[src/rtl/nco_sqgen.sv]
// nco_sqgen: numerically controlled square-wave generator.
// Phase accumulator with a loadable/rampable step, a one-deep phase-jump slot
// and optional LFSR phase jitter. o_output is the accumulator MSB.
module nco_sqgen #(
  parameter int PHASE_BITS = 32,
  parameter int LFSR_BITS  = 16
) (
  input  logic                  i_clk,
  input  logic                  i_areset_n,
  input  logic                  i_ce,
  input  logic                  i_ld,
  input  logic [PHASE_BITS-2:0] i_step,
  input  logic                  i_ramp_start,
  input  logic [PHASE_BITS-2:0] i_ramp_target,
  input  logic [PHASE_BITS-2:0] i_ramp_rate,
  output logic                  o_ramp_busy,
  input  logic                  i_jump_valid,
  input  logic [PHASE_BITS-1:0] i_jump,
  output logic                  o_jump_ready,
  input  logic                  i_jitter_en,
  input  logic [4:0]            i_lgjitter,
  output logic                  o_output,
  output logic                  o_edge,
  output logic [PHASE_BITS-1:0] o_phase,
  output logic [PHASE_BITS-1:0] o_step
);

  // Fibonacci feedback tap masks (bit n-1 = x^n term) for maximal-length LFSRs.
  function automatic logic [31:0] taps_for(input int n);
    case (n)
      4:       return 32'h0000_000C;
      5:       return 32'h0000_0014;
      6:       return 32'h0000_0030;
      7:       return 32'h0000_0060;
      8:       return 32'h0000_00B8;
      9:       return 32'h0000_0110;
      10:      return 32'h0000_0240;
      11:      return 32'h0000_0500;
      12:      return 32'h0000_0E08;
      13:      return 32'h0000_1C80;
      14:      return 32'h0000_3802;
      15:      return 32'h0000_6000;
      16:      return 32'h0000_B400;
      17:      return 32'h0001_2000;
      18:      return 32'h0002_0400;
      19:      return 32'h0007_2000;
      20:      return 32'h0009_0000;
      21:      return 32'h0014_0000;
      22:      return 32'h0030_0000;
      23:      return 32'h0042_0000;
      24:      return 32'h00E1_0000;
      default: return 32'h8020_0003;
    endcase
  endfunction

  localparam logic [LFSR_BITS-1:0] TAPS = LFSR_BITS'(taps_for(LFSR_BITS));

  typedef enum logic {IDLE = 1'b0, RAMP = 1'b1} state_t;

  state_t                  state_reg;
  logic [PHASE_BITS-1:0]   step_reg, target_reg, rate_reg;
  logic                    busy_reg;
  logic [PHASE_BITS-1:0]   jump_reg;
  logic                    jump_pending_reg, jump_ready_reg;
  logic [PHASE_BITS-1:0]   phase_reg;
  logic                    output_reg, edge_reg;
  logic [LFSR_BITS-1:0]    lfsr_reg;

  logic [PHASE_BITS-1:0]   jit_value, phase_next;
  logic [LFSR_BITS-1:0]    lfsr_next;
  logic                    ramp_up, ramp_done;
  logic [PHASE_BITS-1:0]   ramp_diff, ramp_step;

  // Next accumulator value, jitter term and next LFSR state.
  always_comb begin
    jit_value  = PHASE_BITS'($signed(lfsr_reg)) << i_lgjitter;
    phase_next = phase_reg + step_reg
               + (jump_pending_reg ? jump_reg : '0)
               + (i_jitter_en ? jit_value : '0);
    lfsr_next  = {lfsr_reg[LFSR_BITS-2:0], ^(lfsr_reg & TAPS)};
  end

  // One ramp increment toward the target; lands exactly on it when within one rate.
  always_comb begin
    ramp_up   = (target_reg >= step_reg);
    ramp_diff = ramp_up ? (target_reg - step_reg) : (step_reg - target_reg);
    ramp_done = (ramp_diff <= rate_reg);
    if (ramp_done)
      ramp_step = target_reg;
    else if (ramp_up)
      ramp_step = step_reg + rate_reg;
    else
      ramp_step = step_reg - rate_reg;
  end

  // Step register and ramp FSM; a load always wins and aborts a ramp.
  always_ff @(posedge i_clk or negedge i_areset_n) begin
    if (!i_areset_n) begin
      state_reg  <= IDLE;
      busy_reg   <= 1'b0;
      step_reg   <= '0;
      target_reg <= '0;
      rate_reg   <= '0;
    end else if (i_ld) begin
      step_reg  <= {1'b0, i_step};
      state_reg <= IDLE;
      busy_reg  <= 1'b0;
    end else begin
      case (state_reg)
        IDLE: begin
          if (i_ramp_start) begin
            target_reg <= {1'b0, i_ramp_target};
            rate_reg   <= {1'b0, i_ramp_rate};
            state_reg  <= RAMP;
            busy_reg   <= 1'b1;
          end
        end
        RAMP: begin
          if (i_ce) begin
            step_reg <= ramp_step;
            if (ramp_done) begin
              state_reg <= IDLE;
              busy_reg  <= 1'b0;
            end
          end
        end
        default: begin
          state_reg <= IDLE;
          busy_reg  <= 1'b0;
        end
      endcase
    end
  end

  // Jump slot: accept, apply on a later i_ce, then reopen one cycle after applying.
  always_ff @(posedge i_clk or negedge i_areset_n) begin
    if (!i_areset_n) begin
      jump_reg         <= '0;
      jump_pending_reg <= 1'b0;
      jump_ready_reg   <= 1'b1;
    end else if (jump_ready_reg && i_jump_valid) begin
      jump_reg         <= i_jump;
      jump_pending_reg <= 1'b1;
      jump_ready_reg   <= 1'b0;
    end else if (jump_pending_reg && i_ce) begin
      jump_pending_reg <= 1'b0;
    end else if (!jump_pending_reg && !jump_ready_reg) begin
      jump_ready_reg <= 1'b1;
    end
  end

  // Accumulator, square-wave output, edge pulse and jitter LFSR advance on i_ce.
  always_ff @(posedge i_clk or negedge i_areset_n) begin
    if (!i_areset_n) begin
      phase_reg  <= '0;
      output_reg <= 1'b0;
      edge_reg   <= 1'b0;
      lfsr_reg   <= LFSR_BITS'(1);
    end else if (i_ce) begin
      phase_reg  <= phase_next;
      output_reg <= phase_next[PHASE_BITS-1];
      edge_reg   <= phase_next[PHASE_BITS-1] ^ output_reg;
      lfsr_reg   <= lfsr_next;
    end else begin
      edge_reg <= 1'b0;
    end
  end

  assign o_phase      = phase_reg;
  assign o_step       = step_reg;
  assign o_output     = output_reg;
  assign o_edge       = edge_reg;
  assign o_ramp_busy  = busy_reg;
  assign o_jump_ready = jump_ready_reg;

endmodule

[config.mk]
export PLATFORM = sky130hd
export DESIGN_NAME = nco_sqgen
export DESIGN_NICKNAME = d
export VERILOG_FILES = /design/src/rtl/nco_sqgen.sv
export SDC_FILE = /design/constraint.sdc
export NUM_CORES = 1
export LEC_CHECK = 0
export BUFFER_PORTS_ARGS = -buffer_cell sky130_fd_sc_hd__clkbuf_2
export CAP_MARGIN = 20
export CORE_MARGIN = 2
export CORE_UTILIZATION = 25
export CTS_BUF_LIST = sky130_fd_sc_hd__clkbuf_16
export DETAILED_ROUTE_END_ITERATION = 12
export SLEW_MARGIN = 20
export SYNTH_ARGS = -nofsm -noshare
export SYNTH_HDL_FRONTEND = slang
export SYNTH_SLANG_ARGS = --single-unit
[constraint.sdc]
create_clock -name i_clk -period 9.85 [get_ports i_clk]
set_input_delay 1.97 -clock i_clk [delete_from_list [all_inputs] [get_ports i_clk]]
set_output_delay 1.97 -clock i_clk [all_outputs]
set_load 0.02 [all_outputs]
==> impl_metrics.tcl, run 1 <==
set metrics [dict create \
    outcome "completed" \
    clock_skew_ps 9.329 \
    drtIter0Drc 1306 \
    cts_resized 0 \
    finalSetupViolCount 0 \
    dr.pass1.iters 5 \
    die_w_um 269.5 \
    cts_tree "yes" \
    grt_max_degree 111 \
    min_from "jump_reg[27]" \
    ys.flop_type "dfrtp_1" \
    dp.cells 3104 \
    clk_latency_ps 470 \
    ys_seq_area_frac 0.2544 \
    root_buffer "clkbuf_16" \
    clkTransAtPathRegs_ps 70 \
    crit_fanout 30 \
    crit_type "reg2reg" \
    ff2ff_setup_slack_ps 2450 \
    synth.net_count 2411 \
    postCtsHoldBufs 0 \
    placedInstanceArea_um2 19470 \
    track_usage 0.1733 \
    nNetsFinal 2541 \
    crit_required_ps 10180 \
    r2r_cells 21 \
    drtAntennaViolNets 0 \
    r2r_end "o_step[15]" \
    syn_inst 2053 \
    routed_wl_um 63530 \
    slowest_stage "dfrtp_1" \
    layout_common_cells "nand2_1 (219), clkbuf_2 (203), a21oi_1 (183)" \
    n_antenna_cell 0 \
    route.detailed.drc 0 \
    finalWorstSetupSlack_ps 2447 \
    antenna_found_initial 1 \
    die_area_um2 72620 \
    tightest_slew_ps 1036 \
    hpwl_um 51550 \
    final_layout_size_suffix_gt1_frac 0.1658 \
    netlist_area_um2 17620 \
    core_region_area_um2 69910 \
    endpoint_kind "register" \
    cp.arrival_ps 7730 \
    cp-start-kind "register" \
    fmax_ghz 0.1351 \
    die_h_um 269.5 \
    rsz0062_at_grt "no" \
    slew_violations 0 \
    max_stage_delay_ps 680 \
    globalplace.congestion 0.9526 \
    viasPerCell 5.041 \
    r2r-start "o_step[1]" \
    io_pins 205 \
    avgRoutedWirePerCell_um 20.26 \
    place_ws_ps 2548 \
    cap_violations 0 \
    final_cells 3136 \
    grt-ovfl-total 0 \
    whs_path_depth 1 \
    initial_utilization 0.2520 \
    syn_to_final_growth_pct 13.88 \
    synth-edff-count 0 \
    clock_sinks 179 \
    crit_chain "inv_1 -> fa_1 -> a21o_1 -> a21oi_1 -> o31a_1 -> a211oi_1 -> o21ai_1 -> a31o_2 -> buf_4 -> mux2i_1 -> a221oi_1 -> xnor2_1 -> ha_1 -> nand4_1 -> or3_1 -> nor4_1 -> a311o_1 -> o211a_2 -> nand2_1 -> o211ai_1 -> o311ai_1" \
    grt_pass1_vias 15470 \
    postCtsSetupRepairBufs 0 \
    hold_path.class "reg2reg" \
    post-route-min-period_ps 7403 \
    fin_crit_sh 0.7516 \
    mostFrequentLayoutCell "nand2_1" \
    synth_warnings 0 \
    num_rows 97 \
    cts_buffer_depth 2 \
    fillerInstances 7683 \
    relSlewSlack 0.3077 \
    num_vias 15810 \
    synthArstFlopShare 1.000 \
    hold_violations 0 \
    portBuffers 204 \
    synth.avg_cell_area_um2 8.582 \
    setup-tns-final_ps 0 \
    whs_endpoint "jump_reg[27]" \
    yosys_register_bits 179 \
    ys_types 81 \
    cts_buffers 17 \
    fin_area_um2 20070 \
    grt_pass1_wl_um 96030 \
    cts_max_level 4 \
]
-- critical path: cells and delay by family (launching register included) --
| family | cells | cell delay [ps] |
|---|---|---|
| buffers and inverters | 2 | 600 |
| AO/OA/AOI/OAI | 11 | 3490 |
| AND/OR/NAND/NOR | 4 | 1340 |
| flip-flops | 1 | 680 |
| adder cells (fa/ha/maj) | 2 | 780 |
| XOR/XNOR | 1 | 130 |
| multiplexers | 1 | 210 |
-- area by class of cell --
cell class	instances	area, um^2	area share
clock buffer	17	425.4	0.02120
clock inverter	15	165.2	0.008231
inverter	135	506.7	0.02525
multi-input combinational	1635	12200	0.6079
sequential	179	4482	0.2234
tap	940	1176	0.05861
timing repair buffer	215	1112	0.05543
-- how the worst max path moves through the flow --
stage | startpoint | to | slack (ps) | cells after the start
after floorplan | i_lgjitter[1] | o_phase[28] | 3350 | 19
after global placement | o_step[1] | o_step[22] | 2750 | 21
after detailed placement | o_step[1] | o_step[15] | 2550 | 21
after CTS | o_step[1] | o_step[15] | 2560 | 21
after global routing | o_step[1] | o_step[4] | 2030 | 21
final | o_step[1] | o_step[15] | 2450 | 21
-- kinds of logic after synthesis --
family          count (synthesis)  share of synthesized area
mux                           114                    0.07435
compound gates                627                     0.2240
fa+ha+maj                     221                     0.1846
simple gates                  553                     0.1483
buf+inv                       239                    0.05390
flops                         179                     0.2544
xor+xnor                      120                    0.06043
-- synthesized netlist by cell type (5+ instances only) --
library cell  number  area share
o31ai_1           19      0.0081
and4_1             6      0.0030
fa_1              65       0.074
mux2i_1           24       0.014
a21o_1            66       0.028
nand2b_1          13      0.0046
o221ai_1          19      0.0094
nor3_1            35      0.0099
nor2_1            95       0.020
xor2_1            21       0.010
xnor2_1           98       0.049
o21ai_1            6      0.0017
a21oi_1          183       0.052
o41ai_1            7      0.0035
inv_1            132       0.028
nor4_1            12      0.0043
nand3_1           39       0.011
a211oi_1          26       0.011
mux2_2            85       0.054
nor2b_1           27      0.0096
clkbuf_1          67       0.014
mux4_2             5      0.0064
a211o_1            7      0.0035
nand2_1          221       0.047
o21ai_0          171       0.049
o22ai_1           11      0.0039
and2_1            38       0.013
and3_1            11      0.0039
buf_1              8      0.0017
a22oi_1            6      0.0026
buf_2             24      0.0068
a31o_2             8      0.0040
o211ai_1           6      0.0026
o21a_1            14      0.0060
nand4_1           28      0.0099
or3_1              9      0.0032
a31oi_1           16      0.0057
ha_1             156        0.11
dfrtp_1          177        0.25
o21bai_1          20      0.0085
-- per-layer routing --
layer | vias up | share of wire | global-route usage
met5 | - | 0 | 0
met4 | 0 | 0.034 | 0.06564
met3 | 73 | 0.072 | 0.03678
met2 | 533 | 0.43 | 0.2614
met1 | 7633 | 0.46 | 0.2417
li1 | 7570 | - | -
-- stage by stage --
stage / util / hold WS [ps]
after CTS: 0.2870 / 503.9
final: 0.2870 / 499.0
after global placement: 0.2785 / 480.2
after detailed placement: 0.2785 / 487.7
after global routing: 0.2870 / 507.0
after floorplan: - / 470.6
Power of run 1 is not shown: default switching activity piles up to over one toggle a cycle in this logic, so the estimate is an artifact.
==> run 2, diff against run 1 <==
==> constraint.sdc (replaced) <==
create_clock -name i_clk -period 6.4 [get_ports i_clk]
set_input_delay 1.28 -clock i_clk [delete_from_list [all_inputs] [get_ports i_clk]]
set_output_delay 1.28 -clock i_clk [all_outputs]
set_load 0.02 [all_outputs]
==> impl_metrics.tcl, run 2 (synthesized netlist as in run 1, its figures left out) <==
set metrics [dict create \
    track_usage 0.1796 \
    portBuffers 204 \
    clock_skew_ps 15.26 \
    crit_required_ps 6770 \
    setup-tns-final_ps 0 \
    cp.arrival_ps 6350 \
    die_w_um 269.5 \
    drtIter0Drc 1346 \
    hold_path.class "reg2reg" \
    slew_violations 0 \
    crit_chain "inv_1 -> ha_1 -> nand2_1 -> nor4_1 -> nor2_1 -> a211oi_1 -> o21ai_1 -> a31oi_4 -> buf_12 -> mux2i_1 -> o311ai_1 -> buf_4 -> xnor2_1 -> ha_1 -> nand4_1 -> or3_1 -> nor4_1 -> o31ai_1 -> a311o_1 -> o211ai_2 -> buf_4 -> nor3_1 -> a211oi_1 -> o21ai_0" \
    hold_violations 0 \
    antenna_found_initial 4 \
    cap_violations 0 \
    clk_latency_ps 510 \
    hpwl_um 53730 \
    max_stage_delay_ps 460 \
    clock_sinks 179 \
    tightest_slew_ps 1165 \
    route.detailed.drc 0 \
    die_h_um 269.5 \
    num_vias 16080 \
    grt_pass1_wl_um 99370 \
    grt_max_degree 89 \
    syn_to_final_growth_pct 16.61 \
    io_pins 205 \
    rsz0062_at_grt "no" \
    final_cells 3203 \
    cts_buffers 17 \
    finalSetupViolCount 0 \
    post-route-min-period_ps 5976 \
    whs_ps 498.2 \
    die_area_um2 72620 \
    viasPerCell 5.021 \
    clkTransAtPathRegs_ps 80 \
    globalplace.congestion 0.9587 \
    ff2ff_setup_slack_ps 420 \
    cts_tree "yes" \
    num_rows 97 \
    avgRoutedWirePerCell_um 20.43 \
    final_layout_size_suffix_gt1_frac 0.1901 \
    mostFrequentLayoutCell "nand2_1" \
    nNetsFinal 2607 \
    dp.cells 3170 \
    routed_wl_um 65450 \
    fin_crit_sh 0.9337 \
    outcome "completed" \
    endpoint_kind "register" \
    crit_fanout 22 \
    drtAntennaViolNets 0 \
    cts_buffer_depth 2 \
    root_buffer "clkbuf_16" \
    relSlewSlack 0.2211 \
    layout_common_cells "nand2_1 (220), clkbuf_2 (203), a21oi_1 (183)" \
    post-route-util 0.2939 \
    fmax_ghz 0.1673 \
    slowest_stage "a211oi_1" \
    cts_max_level 4 \
    core_region_area_um2 69910 \
    cp-start-kind "register" \
    initial_utilization 0.2520 \
    crit_type "reg2reg" \
    grt_pass1_vias 15920 \
    dr.pass1.iters 5 \
    postCtsSetupRepairBufs 0 \
    grt-ovfl-total 0 \
]
-- run 2: layer usage --
metal  routed length, um  vias to the layer above  GRT usage
li1                    -                     7692          -
met1               29860                     7748     0.2496
met2               28530                      561     0.2707
met3                5219                       77    0.04479
met4                1810                        4    0.05936
met5                  28                        -          0
-- run 2: timing repair --
action	4_1_cts	5_1_grt
hold buffers	0	0
gates resized for setup	0	3
setup endpoints to repair	0	13
-- run 2: final timing paths --
kind                                 to  cells past startpoint         start
hold / removal             jump_reg[26]                      1  jump_reg[26]
max in group asynchronous   rate_reg[7]                      2    i_areset_n
setup / recovery             o_step[12]                     24     o_step[5]
hold reg to reg            jump_reg[26]                      1  jump_reg[26]
min in group asynchronous  jump_reg[26]                      1    i_areset_n
setup reg to reg             o_step[12]                     24     o_step[5]
-- run 2: metrics by stage --
step	worst slack, ps	cell area, um^2
global placement	312.9	20010
global route	18.72	20540
floorplan	588.2	17620
CTS	441.4	20530
finish	424.1	20550
detailed placement	336.7	20010
-- run 2: critical path, delay by kind of cell (launching register included) --
kind	cells	cell delay (ps)
fa+ha+maj	2	710
compound gates	9	2130
buf+inv	4	700
xor+xnor	1	140
simple gates	7	1440
flops	1	380
mux	1	330
-- run 2: area by class of cell --
type / instances / area [um^2]
multi-input combinational: 1635 / 12210
timing repair buffer: 281 / 1649
clock inverter: 15 / 95.09
sequential: 179 / 4482
fill: 7597 / 49360
inverter: 135 / 506.7
clock buffer: 17 / 425.4
antenna: 1 / 2.502
tap: 940 / 1176
Power of run 2 is left out for the same reason.
==> run 3, diff against run 2 <==
==> constraint.sdc (replaced) <==
create_clock -name i_clk -period 5.3 [get_ports i_clk]
set_input_delay 1.06 -clock i_clk [delete_from_list [all_inputs] [get_ports i_clk]]
set_output_delay 1.06 -clock i_clk [all_outputs]
set_load 0.02 [all_outputs]
==> impl_metrics.tcl, run 3 (synthesized netlist as in run 1, its figures left out) <==
set metrics [dict create \
    nNetsFinal 2893 \
    layout_common_cells "buf_4 (339), nand2_1 (219), clkbuf_2 (203)" \
    num_rows 97 \
    die_w_um 269.5 \
    relSlewSlack 0.2375 \
    fin_crit_sh 1.032 \
    cts_tree "yes" \
    r2r_end "o_step[29]" \
    cp-startpoint "o_step[0]" \
    grt-ovfl-total 0 \
    fmax_ghz 0.1829 \
    mostFrequentLayoutCell "buf_4" \
    cap_violations 0 \
    whs_ps 502.6 \
    endpoint_kind "register" \
    grt_pass1_wl_um 105100 \
    multiInputGateArea_um2 12710 \
    post-route-min-period_ps 5467 \
    crit_type "reg2reg" \
    route.detailed.drc 0 \
    root_buffer "clkbuf_16" \
    cp-start-kind "register" \
    slowest_stage "a311o_2" \
    outcome "finished, violations left" \
    whs_path_depth 1 \
    syn_to_final_growth_pct 32.25 \
    slew_violations 0 \
    core_region_area_um2 69910 \
    violations "setup timing" \
    cts_buffers 17 \
    drtAntennaViolNets 0 \
    io_pins 205 \
    clkTransAtPathRegs_ps 70 \
    postCtsHoldBufs 0 \
    globalplace.congestion 0.9688 \
    cts_buffer_depth 2 \
    grt_max_degree 127 \
    grt_pass1_vias 17200 \
    n_antenna_cell 0 \
    r2r_cells 27 \
    clock_skew_ps 16.11 \
    dr.pass1.iters 6 \
    avgRoutedWirePerCell_um 20.00 \
    cp_num_buf_inv 6 \
    die_h_um 269.5 \
    cp_top_family "compound AO/OA/AOI/OAI gates" \
    seq_area_um2 4484 \
    tightest_slew_ps 1141 \
    routed_wl_um 69750 \
    crit_required_ps 5640 \
    track_usage 0.1903 \
    clk_latency_ps 500 \
    finalSetupViolCount 29 \
    clock_sinks 179 \
    hpwl_um 56700 \
    r2r-start "o_step[0]" \
    viasPerCell 4.963 \
    max_stage_delay_ps 460 \
    cts_max_level 4 \
    hold_path.class "reg2reg" \
    crit_fanout 4 \
    drtIter0Drc 1477 \
    final_layout_size_suffix_gt1_frac 0.3125 \
    min_from "jump_reg[3]" \
    initial_utilization 0.2520 \
    cp.arrival_ps 5800 \
    post-route-util 0.3333 \
    whs_endpoint "jump_reg[3]" \
    die_area_um2 72620 \
    finalWorstSetupSlack_ps -167.0 \
    ff2ff_setup_slack_ps -170 \
    num_vias 17310 \
    portBuffers 204 \
    antenna_found_initial 0 \
    place_ws_ps -465.4 \
    rsz0062_at_grt "yes" \
    hold_violations 0 \
    fillerInstances 7432 \
]
run 3: cell count changes in the layout (fill, tap and decap cells not counted), sizes merged:
cell,change
clkinv,-2
buf,+285
inv,+1
diode,-1
clkbuf,+1
run 3: how the worst max path moves through the flow:
| stage | endpoint | slack (ps) | cells after the start |
|---|---|---|---|
| after global routing | o_step[10] | -370 | 27 |
| after detailed placement | o_step[22] | -470 | 27 |
| final | o_step[29] | -170 | 27 |
| after floorplan | o_phase[29] | 30 | 18 |
| after CTS | o_step[22] | -50 | 26 |
| after global placement | o_step[22] | -350 | 27 |
run 3: per-stage QoR:
step	cells	instance area, um^2	setup TNS (ps)
2_1_floorplan	2053	17640	0
3_3_place_gp	3440	22040	-8304
3_5_place_dp	3440	22040	-12170
4_1_cts	3477	22820	-152.9
5_1_grt	3487	23300	-9059
6_report	3487	23300	-2141
run 3: per-layer routing:
layer	global-route usage	share of wire	routed length (um)	up-vias
met5	0	0	0	-
met2	0.2958	0.44	30810	616
li1	-	-	-	8292
met3	0.04399	0.074	5130	85
met4	0.07135	0.031	2169	0
met1	0.2562	0.45	31640	8312
run 3: final cells by class:
cell class                      instances  share of cell area
Timing Repair Buffer                  567              0.1676
Inverter                              135             0.02175
Tap cell                              940             0.05047
Sequential cell                       179              0.1924
Multi-Input combinational cell       1635              0.5456
Clock buffer                           17             0.01826
Clock inverter                         14            0.003920
run 3: timing repair:
| action | CTS | global route |
|---|---|---|
| gates cloned | 1 | 2 |
| buffers inserted | 5 | 8 |
| gates resized for setup | 56 | 94 |
| pin swaps | 12 | 29 |
| endpoints found under the setup margin | 34 | 34 |
Power of run 3 is left out for the same reason.
